$ cat src/rtl/sram_ctrl_pkg.sv
// Shared definitions for the sram_ctrl front-end: FSM state encoding and default strobe length.
package sram_ctrl_pkg;

  typedef enum logic [2:0] {
    StIdle      = 3'd0,
    StSetup     = 3'd1,
    StStrobe    = 3'd2,
    StHold      = 3'd3,
    StClrSetup  = 3'd4,
    StClrStrobe = 3'd5,
    StClrHold   = 3'd6
  } state_e;

  localparam int unsigned DefStrobeCycles = 2;

  function automatic logic is_clr(state_e s);
    return (s == StClrSetup) || (s == StClrStrobe) || (s == StClrHold);
  endfunction

endpackage

$ cat src/rtl/sram_ctrl.sv
// Synchronous valid/ready front-end for an asynchronous SRAM: phases cs/strobes around a
// registered address/data, captures read data, and optionally zero-fills the array after reset.
module sram_ctrl
  import sram_ctrl_pkg::*;
#(
  parameter int unsigned    AW             = 8,
  parameter int unsigned    DW             = 8,
  parameter int unsigned    STROBE_CYCLES  = DefStrobeCycles,
  parameter bit             CLEAR_ON_RESET = 1'b1,
  parameter logic [DW-1:0]  CLEAR_VAL      = '0
) (
  input  logic          clk,
  input  logic          rst,
  input  logic          req_valid,
  output logic          req_ready,
  input  logic          req_we,
  input  logic [AW-1:0] req_addr,
  input  logic [DW-1:0] req_wdata,
  output logic          rsp_valid,
  output logic [DW-1:0] rsp_rdata,
  output logic          busy,
  output logic          sram_cs,
  output logic          sram_wr,
  output logic          sram_rd,
  output logic [AW-1:0] sram_addr,
  output logic [DW-1:0] sram_din,
  input  logic [DW-1:0] sram_dout
);

  localparam state_e     ResetState = CLEAR_ON_RESET ? StClrSetup : StIdle;
  localparam logic [3:0] StrobeLoad = 4'(STROBE_CYCLES);

  state_e        state_q, state_d;
  logic [3:0]    cnt_q, cnt_d;
  logic [AW-1:0] clr_addr_q, clr_addr_d;
  logic          we_q, we_d;
  logic [AW-1:0] addr_q, addr_d;
  logic [DW-1:0] din_q, din_d;
  logic [DW-1:0] rdata_q, rdata_d;
  logic          cs_q, cs_d;

  always_comb begin
    state_d    = state_q;
    cnt_d      = cnt_q;
    clr_addr_d = clr_addr_q;
    we_d       = we_q;
    addr_d     = addr_q;
    din_d      = din_q;
    rdata_d    = rdata_q;
    unique case (state_q)
      StIdle: begin
        if (req_valid) begin
          we_d    = req_we;
          addr_d  = req_addr;
          din_d   = req_wdata;
          state_d = StSetup;
        end
      end
      StSetup: begin
        cnt_d   = StrobeLoad;
        state_d = StStrobe;
      end
      StStrobe: begin
        if (cnt_q == 4'd1) begin
          state_d = StHold;
          if (!we_q) rdata_d = sram_dout;
        end else begin
          cnt_d = cnt_q - 4'd1;
        end
      end
      StHold: state_d = StIdle;
      StClrSetup: begin
        cnt_d   = StrobeLoad;
        din_d   = CLEAR_VAL;
        state_d = StClrStrobe;
      end
      StClrStrobe: begin
        if (cnt_q == 4'd1) state_d = StClrHold;
        else               cnt_d   = cnt_q - 4'd1;
      end
      StClrHold: begin
        if (clr_addr_q == '1) begin
          state_d = StIdle;
        end else begin
          clr_addr_d = clr_addr_q + AW'(1);
          addr_d     = clr_addr_q + AW'(1);
          din_d      = CLEAR_VAL;
          state_d    = StClrSetup;
        end
      end
      default: state_d = StIdle;
    endcase
    // Registered so that cs stays low on the first cycle out of reset.
    cs_d = (state_d != StIdle);
  end

  always_ff @(posedge clk) begin
    if (rst) begin
      state_q    <= ResetState;
      cnt_q      <= '0;
      clr_addr_q <= '0;
      we_q       <= 1'b0;
      addr_q     <= '0;
      din_q      <= '0;
      rdata_q    <= '0;
      cs_q       <= 1'b0;
    end else begin
      state_q    <= state_d;
      cnt_q      <= cnt_d;
      clr_addr_q <= clr_addr_d;
      we_q       <= we_d;
      addr_q     <= addr_d;
      din_q      <= din_d;
      rdata_q    <= rdata_d;
      cs_q       <= cs_d;
    end
  end

  assign req_ready = (state_q == StIdle);
  assign busy      = is_clr(state_q);
  assign rsp_valid = (state_q == StHold) && !we_q;
  assign rsp_rdata = rdata_q;
  assign sram_cs   = cs_q;
  assign sram_addr = addr_q;
  assign sram_din  = din_q;
  assign sram_wr   = !(((state_q == StStrobe) && we_q) || (state_q == StClrStrobe));
  assign sram_rd   = !((state_q == StStrobe) && !we_q);

endmodule

$ cat config.mk
export PLATFORM = sky130hd
export DESIGN_NAME = sram_ctrl
export DESIGN_NICKNAME = d
export VERILOG_FILES = /design/src/rtl/sram_ctrl_pkg.sv /design/src/rtl/sram_ctrl.sv
export SDC_FILE = /design/constraint.sdc
export NUM_CORES = 1
export LEC_CHECK = 0
export BUFFER_PORTS_ARGS = -buffer_cell sky130_fd_sc_hd__buf_2
export CAP_MARGIN = 20
export CORE_MARGIN = 2
export CORE_UTILIZATION = 55
export DETAILED_ROUTE_END_ITERATION = 8
export PLACE_DENSITY = 0.84
export SLEW_MARGIN = 20
export SYNTH_ARGS = -nofsm -noshare
export SYNTH_HDL_FRONTEND = slang
export SYNTH_SLANG_ARGS = --single-unit
$ cat constraint.sdc
create_clock -name clk -period 3 [get_ports clk]
set_clock_uncertainty 0.15 [all_clocks]
set_input_delay 0.45 -clock clk [delete_from_list [all_inputs] [get_ports clk]]
set_output_delay 0.45 -clock clk [all_outputs]
set_load 0.02 [all_outputs]
# After elaboration in Yosys (flattened, before gate mapping)
# Cells that the tools add are included.
[op_classes]
addsub = 2
n_eq_ne = 11
muxes = 13
n_bitwise = 2
n_reduce_logical = 22
[op_table]
columns = ["cell", "count"]
rows = [
  ["8-bit two-way mux", 4],
  ["8-bit one-hot mux with 3 select lines", 1],
  ["3-bit one-hot mux with 6 select lines", 1],
  ["8-bit one-hot mux with 2 select lines", 1],
  ["3-bit two-way mux", 4],
  ["3-bit == test, second input constant", 3],
  ["3-bit AND reduction", 3],
  ["8-bit by 1-bit adder with 8-bit output, second input constant", 1],
  ["8-bit == test, second input constant", 1],
  ["4-bit one-hot mux with 2 select lines", 1],
  ["3-bit by 2-bit == test with 1-bit output, second input constant", 2],
  ["2-bit inequality test, second input constant", 3],
  ["2-bit AND reduction", 3],
  ["3-bit nonzero test", 2],
  ["4-bit by 1-bit == test with 1-bit output, second input constant", 1],
  ["4-bit two-way mux", 1],
  ["2-bit nonzero test", 2],
  ["2-bit OR reduction", 2],
  ["4-bit by 1-bit subtractor with 4-bit output, second input constant", 1],
  ["3-bit by 1-bit == test with 1-bit output, second input constant", 1],
  ["1-bit logical AND", 3],
  ["1-bit zero test", 3],
  ["3-bit zero test", 1],
  ["1-bit logical OR", 3],
  ["1-bit NOT", 2],
]
[totals]
regBits = 41

# Depth between registers and ports, before layout
# Gate-level depths: netlist (run 1).
[logic_depth]
ltp_word = 4
depth_mapped = 7

# Worst setup path before layout (run 1)
# No wires, ideal clock.
[synth_timing]
path_type = "reg-to-output"
from = "register state_q[0]"
to = "output port rsp_valid"
arrival_ps = 1390
required_ps = 2400
path_slack_ps = 1010
path_stages_with_launch = 5
n_path_buf = 2
path_cell_list = "dfxtp_1 buf_2 buf_1 nand2_1 nor3_1"
[synth_via]
elab_chain_len = 2
[synth_lines]
columns = ["element", "line_no", "rtl"]
rows = [
  ["from (decl)", "sram_ctrl.sv:33", "state_e state_q, state_d;"],
  ["from (signal assigned)", "sram_ctrl.sv:99", "state_q <= ResetState;"],
  ["from (signal assigned)", "sram_ctrl.sv:108", "state_q <= state_d;"],
  ["3-bit by 2-bit == test with 1-bit output", "sram_ctrl.sv:121", "assign rsp_valid = (state_q == StHold) && !we_q;"],
  ["1-bit logical AND", "sram_ctrl.sv:121", ""],
  ["to (decl)", "sram_ctrl.sv:19", "output logic rsp_valid,"],
]
# Every way passes these cells.

# Final worst setup path (run 1)
[layout_timing]
from = "register state_q[1]"
to = "output port sram_wr"
[layout_via]
elab_chain_len = 4
elab_cells_between_ends = 5
cone_classes = "eq/ne (2); reduce/logical (3)"
[layout_lines]
columns = ["element", "line_no", "rtl"]
rows = [
  ["3-bit by 2-bit == test with 1-bit output", "sram_ctrl.sv:126", "assign sram_wr = !(((state_q == StStrobe) && we_q) || (state_q == StClrStrobe));"],
  ["1-bit logical AND", "sram_ctrl.sv:126", ""],
  ["1-bit logical OR *", "sram_ctrl.sv:126", ""],
  ["1-bit zero test *", "sram_ctrl.sv:126", ""],
  ["to (decl)", "sram_ctrl.sv:23", "output logic sram_wr,"],
]
# Mark *: on every way between the ends. The rest lies on a longest branch, timed or not.

==> flow_summary.json, run 1 <==
{
  "status": "completed",
  "ctsLongestPathBuffers": 2,
  "initial_utilization_pct": 56.61,
  "slew_violations": 0,
  "drc": 0,
  "cp_data_arrival_time_ns": 1.93,
  "peakVddDrop_mv": 0.2743,
  "worst_pin_slew_ns": 0.8897,
  "crit_required_ns": 2.40,
  "ctsResizeCount": 0,
  "setup_slack_ns": 0.4697,
  "cp_max_fo": 14,
  "netlist_instances": 247,
  "cts_setup_buffers": 0,
  "syn_avg_cell_area_um2": 8.328,
  "finalSetupTns_ns": 0,
  "ys_ff_latch": 41,
  "portBuffers": 57,
  "p_leak_nw": 0.9671,
  "synth_top_area_share_pct": 39.90,
  "worstSetupPathType": "register to output pin",
  "cts_sinks": 41,
  "final_nets": 330,
  "core_region_area_mm2": 0.003633,
  "syn-cell-area_mm2": 0.002057,
  "maxCapViolCount": 0,
  "grt_pass1_vias": 1772,
  "drt_iter0_markers": 225,
  "ys_warn_count": 0,
  "synth_top_family_by_area": "simple AND/OR/NAND/NOR gates",
  "hpwl_um": 3445,
  "seq_area_frac_synth_pct": 39.90,
  "timing.final.crit_period_ns": 2.530,
  "dieHeight_um": 65.16,
  "hold_path.class": "primary input to register",
  "track_usage_pct": 24.41,
  "cts-root-buf": "clkbuf_8",
  "synth_compound_area_share_pct": 20.74,
  "synth_fa_ha_area_share_pct": 1.825,
  "path_cells": "buf_4 -> nor3b_1 -> a21oi_1 -> buf_2",
  "synth_flop_cell": "dfxtp_1",
  "place_congestion": 0.8390,
  "clkTransAtPathRegs_ns": 0.08,
  "num_io_pins": 58,
  "detail_route.wl_per_cell_um": 13.76,
  "cts_hold_buffers": 0,
  "diodes": 0,
  "pre_cts_ws_ns": 0.5934,
  "htree_levels": 2,
  "fin_crit_sh_pct": 84.34,
  "drive_gt1_share_pct": 25.67,
  "wl_um": 4789,
  "report.final.setup_viol": 0,
  "end_kind": "output pin",
  "fp-row-count": 22,
  "synth_area_leaders": "dfxtp_1 40%, mux2i_1 5.4%, nor2_1 4.9%",
  "max_freq_ghz": 0.3952,
  "syn-num-nets": 278,
  "cts_tree": "done",
  "numCtsBuffers": 5,
  "cp_slowest_stage_delay_ns": 0.55,
  "synth_enable_flop_cells": 0,
  "crit_family": "flip-flops",
  "synth.distinct_cells": 50,
  "hold_ws_ns": 0.2008,
  "start_kind": "register",
  "synthArstFlopShare_pct": 0,
  "grt_max_degree": 28,
  "synth-simple-area-share_pct": 25.00,
  "ant_nets": 0,
  "grt_pass1_wl_um": 8031,
  "drtPass1Iterations": 4,
  "vias": 1959,
  "die-area_mm2": 0.004245,
  "syn2layout_area_growth_pct": 19.10,
  "clock_latency_ns": 0.29,
  "powerDensity_mw_per_mm2": 449.8,
  "gr-total-overflow": 0,
  "antenna_found_initial": 0,
  "fillers": 341,
  "synth_mux_area_share_pct": 5.353,
  "synth_top_cell_by_area": "dfxtp_1",
  "worst-path-buf-inv": 2,
  "rsz0062_at_grt": "no",
  "fp.dieW_um": 65.16,
  "synth-xor-area-share_pct": 2.555,
  "relSlewSlack_pct": 40.29,
  "via_per_inst": 5.629,
  "slowest_stage": "dfxtp_1",
  "hold_viol": 0
}
per-stage QoR:
step | total power, mW | util (%) | area [um2] | cells
2_1_floorplan | 0.7119 | - | 2057 | 247
3_3_place_gp | 0.7583 | 65.05 | 2364 | 340
3_5_place_dp | 0.7622 | 65.05 | 2364 | 340
4_1_cts | 1.111 | 67.42 | 2450 | 348
5_1_grt | 1.154 | 67.42 | 2450 | 348
6_report | 1.102 | 67.42 | 2450 | 348
kinds of logic after synthesis:
family | count (synthesis)
and+or+nand+nor | 99
buffers and inverters | 22
AOI/OAI and AO/OA | 65
xor gates and xnor gates | 6
muxes | 11
DFF | 41
adders and majority gates | 3
path summary, 6_finish.rpt:
path                         to  slack, ns          from  cells after the start
setup / recovery        sram_wr       0.47    state_q[1]                      4
hold / removal      sram_din[7]       0.20  req_wdata[7]                      3
setup reg to reg  clr_addr_q[4]       0.51    state_q[2]                      4
hold reg to reg    sram_addr[3]       0.32  sram_addr[3]                      2
placed cells by master, fill, tap and decap left out, drive strengths merged, types with 3 or more instances in the layout:
cell type	Yosys	layout
a2111oi	3	3
a211oi	5	5
a21oi	15	15
a32o	3	3
buf	13	62
clkbuf	4	5
dfxtp	41	41
ha	3	3
inv	5	5
mux2i	11	11
nand2	23	23
nand2b	9	9
nand3	10	10
nor2	28	28
nor3	10	10
o211ai	3	3
o21ai	23	23
or3	5	5
xnor2	4	4
synth_stat cells, drive strengths merged (2+ instances only):
| cell type | n |
|---|---|
| dfxtp | 41 |
| nor2 | 28 |
| nand2 | 23 |
| o21ai | 23 |
| a21oi | 15 |
| buf | 13 |
| mux2i | 11 |
| nand3 | 10 |
| nor3 | 10 |
| nand2b | 9 |
| a211oi | 5 |
| inv | 5 |
| or3 | 5 |
| clkbuf | 4 |
| xnor2 | 4 |
| a2111oi | 3 |
| a32o | 3 |
| ha | 3 |
| o211ai | 3 |
| a311oi | 2 |
| and3 | 2 |
| nor2b | 2 |
| nor4 | 2 |
| or3b | 2 |
| xor2 | 2 |
flip-flops by register name, summed over array words and instances (netlist names):
| name | count |
|---|---|
| clr_addr_q | 8 |
| cnt_q | 4 |
| rsp_rdata | 8 |
| sram_addr | 8 |
| sram_cs | 1 |
| sram_din | 8 |
| state_q | 3 |
| we_q | 1 |
layout make-up:
| cell class | count | area [um2] | area share (%) |
|---|---|---|---|
| Clock buffer | 5 | 68.82 | 2.809 |
| Clock inverter | 3 | 17.52 | 0.7150 |
| Inverter | 5 | 18.77 | 0.7661 |
| Multi-Input combinational cell | 184 | 1141 | 46.58 |
| Sequential cell | 41 | 820.8 | 33.50 |
| Tap cell | 48 | 60.06 | 2.451 |
| Timing Repair Buffer | 62 | 322.8 | 13.18 |
layer usage:
layer / share of wire, % / global-route usage, % / vias up
li1: - / - / 985
met1: 43 / 27.92 / 922
met2: 52 / 44.97 / 47
met3: 3.8 / 5.479 / 5
met4: 1.1 / 7.813 / 0
met5: 0 / 0 / -
power by group:
part | switching [mW] | total (mW) | internal [mW]
Clock | 0.190 | 0.351 | 0.160
Combinational | 0.0959 | 0.167 | 0.0706
Sequential | 0.0224 | 0.585 | 0.562
tightest hold or removal path, delay by kind of cell:
family / cells / cell delay (ns)
compound gates: 1 / 0.05
buf+inv: 1 / 0.07
simple gates: 1 / 0.03
Note: power is estimated with default switching activity, not from simulation.
==> run 2, diff against run 1 <==
--- a/config.mk
+++ b/config.mk
@@ -8,9 +8,9 @@
 export BUFFER_PORTS_ARGS = -buffer_cell sky130_fd_sc_hd__buf_2
 export CAP_MARGIN = 20
 export CORE_MARGIN = 2
-export CORE_UTILIZATION = 55
+export CORE_UTILIZATION = 51
 export DETAILED_ROUTE_END_ITERATION = 8
-export PLACE_DENSITY = 0.84
+export PLACE_DENSITY = 0.78
 export SLEW_MARGIN = 20
 export SYNTH_ARGS = -nofsm -noshare
 export SYNTH_HDL_FRONTEND = slang
==> constraint.sdc (replaced) <==
create_clock -name clk -period 2.5 [get_ports clk]
set_clock_uncertainty 0.15 [all_clocks]
set_input_delay 0.375 -clock clk [delete_from_list [all_inputs] [get_ports clk]]
set_output_delay 0.375 -clock clk [all_outputs]
set_load 0.02 [all_outputs]
==> run 2 against run 1 <==
Combinational power is 27% higher; clock power is 32% higher; die area is 7.4% higher; count of clock-buffer cells in the layout is 1 higher; critical path type is now register to register; first-iteration DRC count is 56% lower; wire length is 0.44% lower; critical path depth is 1 higher; sequential share of layout area is 0.67 points lower; register-to-register slack worse by 0.13 ns; sequential power is 20% higher.
==> flow_summary.json, run 2 (synthesized netlist as in run 1, its figures left out) <==
{
  "status": "completed",
  "finalSetupTns_ns": 0,
  "startpoint": "cnt_q[0]",
  "hold_path.class": "primary input to register",
  "worstSetupPathType": "register to register",
  "wl_um": 4768,
  "hold_viol": 0,
  "diodes": 0,
  "track_usage_pct": 23.35,
  "die-area_mm2": 0.004558,
  "min-delay-start": "req_wdata[4]",
  "cts_setup_buffers": 0,
  "fp.dieW_um": 67.51,
  "peakVddDrop_mv": 0.3009,
  "timing.final.crit_period_ns": 2.117,
  "drt_iter0_markers": 99,
  "slew_violations": 0,
  "slowest_stage": "or3b_1",
  "routed-wl-met3_um": 346,
  "final_nets": 335,
  "portBuffers": 57,
  "routed.top_layer": "met4",
  "ctsResizeCount": 0,
  "cp_max_fo": 8,
  "initial_utilization_pct": 52.17,
  "grt_pass1_vias": 1746,
  "path_cells": "ha_1 -> or3b_1 -> nor3_4 -> mux2i_1 -> nor2_1",
  "finalPower_mw": 1.377,
  "p_clk_share_pct": 33.6,
  "cts-root-buf": "clkbuf_8",
  "detail_route.wl_per_cell_um": 13.43,
  "relSlewSlack_pct": 61.80,
  "maxCapViolCount": 0,
  "antenna_found_initial": 0,
  "p_int_mw": 0.9908,
  "worst_pin_slew_ns": 0.5730,
  "numCtsBuffers": 5,
  "place_congestion": 0.8304,
  "cts_tree": "done",
  "rsz0062_at_grt": "no",
  "end_kind": "register",
  "cts_sinks": 41,
  "layout_commonest_cell": "buf_2",
  "ant_nets": 0,
  "gr-total-overflow": 0,
  "power_frac_seq_pct": 51.0,
  "clkTransAtPathRegs_ns": 0.08,
  "grt_max_degree": 32,
  "drc": 0,
  "p_sw_mw": 0.3858,
  "pre_cts_ws_ns": 0.4171,
  "p_leak_nw": 0.9986,
  "final_cell_mix": "57 x buf_2, 41 x dfxtp_1, 27 x nor2_1",
  "syn2layout_area_growth_pct": 21.53,
  "vias": 1981,
  "start_kind": "register",
  "htree_levels": 2,
  "powerDensity_mw_per_mm2": 550.7,
  "report.final.setup_viol": 0,
  "cp_slowest_stage_delay_ns": 0.47,
  "drive_gt1_share_pct": 26.89,
  "setup_slack_ns": 0.3830,
  "hpwl_um": 3228,
  "num_io_pins": 58,
  "cts_hold_buffers": 0,
  "grt_pass1_wl_um": 8066,
  "dr_wl_met2_um": 2057,
  "fp-row-count": 23,
  "swShare_pct": 28.03,
  "hold_ws_ns": 0.1254,
  "p_comb_share_pct": 15.4,
  "crit_required_ns": 2.52,
  "ctsLongestPathBuffers": 2,
  "dieHeight_um": 67.51,
  "max_freq_ghz": 0.4724,
  "cp_data_arrival_time_ns": 2.14,
  "drtPass1Iterations": 4,
  "met1_length_um": 2288,
  "fin_crit_sh_pct": 84.68,
  "clock_latency_ns": 0.30,
  "core_region_area_mm2": 0.003943,
  "r2r-start": "cnt_q[0]",
  "fin_util_pct": 63.41,
  "via_per_inst": 5.580
}
==> run 2: changes by cell type in the layout (fill, tap and decap cells not counted), sizes merged <==
| cell | delta |
|---|---|
| buf | +5 |
| clkbuf | +1 |
| clkinvlp | -1 |
==> run 2: worst max-delay path: cells and delay by family (launching register included) <==
kind                     cells  cell delay (ns)
adder cells (fa/ha/maj)      1             0.20
flip-flops                   1             0.46
multiplexers                 1             0.23
AND/OR/NAND/NOR              3             0.94
==> run 2: worst paths after layout <==
kind              slack [ns]  depth (start not counted)            to
hold / removal          0.13                          3   sram_din[4]
setup / recovery        0.38                          5  rsp_rdata[2]
hold reg to reg         0.31                          2  sram_addr[3]
setup reg to reg        0.38                          5  rsp_rdata[2]
==> run 2: area by class of cell <==
class                           count  area [um2]
Fill cell                         347        1443
Inverter                            5       18.77
Multi-Input combinational cell    184        1141
Sequential cell                    41       820.8
Timing Repair Buffer               67       360.3
Tap cell                           50       62.56
Clock inverter                      2       13.76
Clock buffer                        6       82.58
==> run 2: metrics by stage <==
stage | std cells | cell area (um2)
floorplan | 247 | 2057
global placement | 347 | 2404
detailed placement | 347 | 2404
CTS | 355 | 2500
global route | 355 | 2500
finish | 355 | 2500
==> run 2: metal layers <==
layer,track usage (%),vias up
li1,-,1000
met1,30.99,900
met5,0,-
met3,5.833,4
met4,9.184,0
met2,36.27,77
==> run 2: power groups by stage <==
stage	combinational [mW]	sequential, mW	clock (mW)
2_1_floorplan	0.139	0.715	0
3_3_place_gp	0.205	0.713	0
3_5_place_dp	0.209	0.714	0
4_1_cts	0.211	0.701	0.474
6_report	0.212	0.702	0.463
5_1_grt	0.236	0.706	0.496
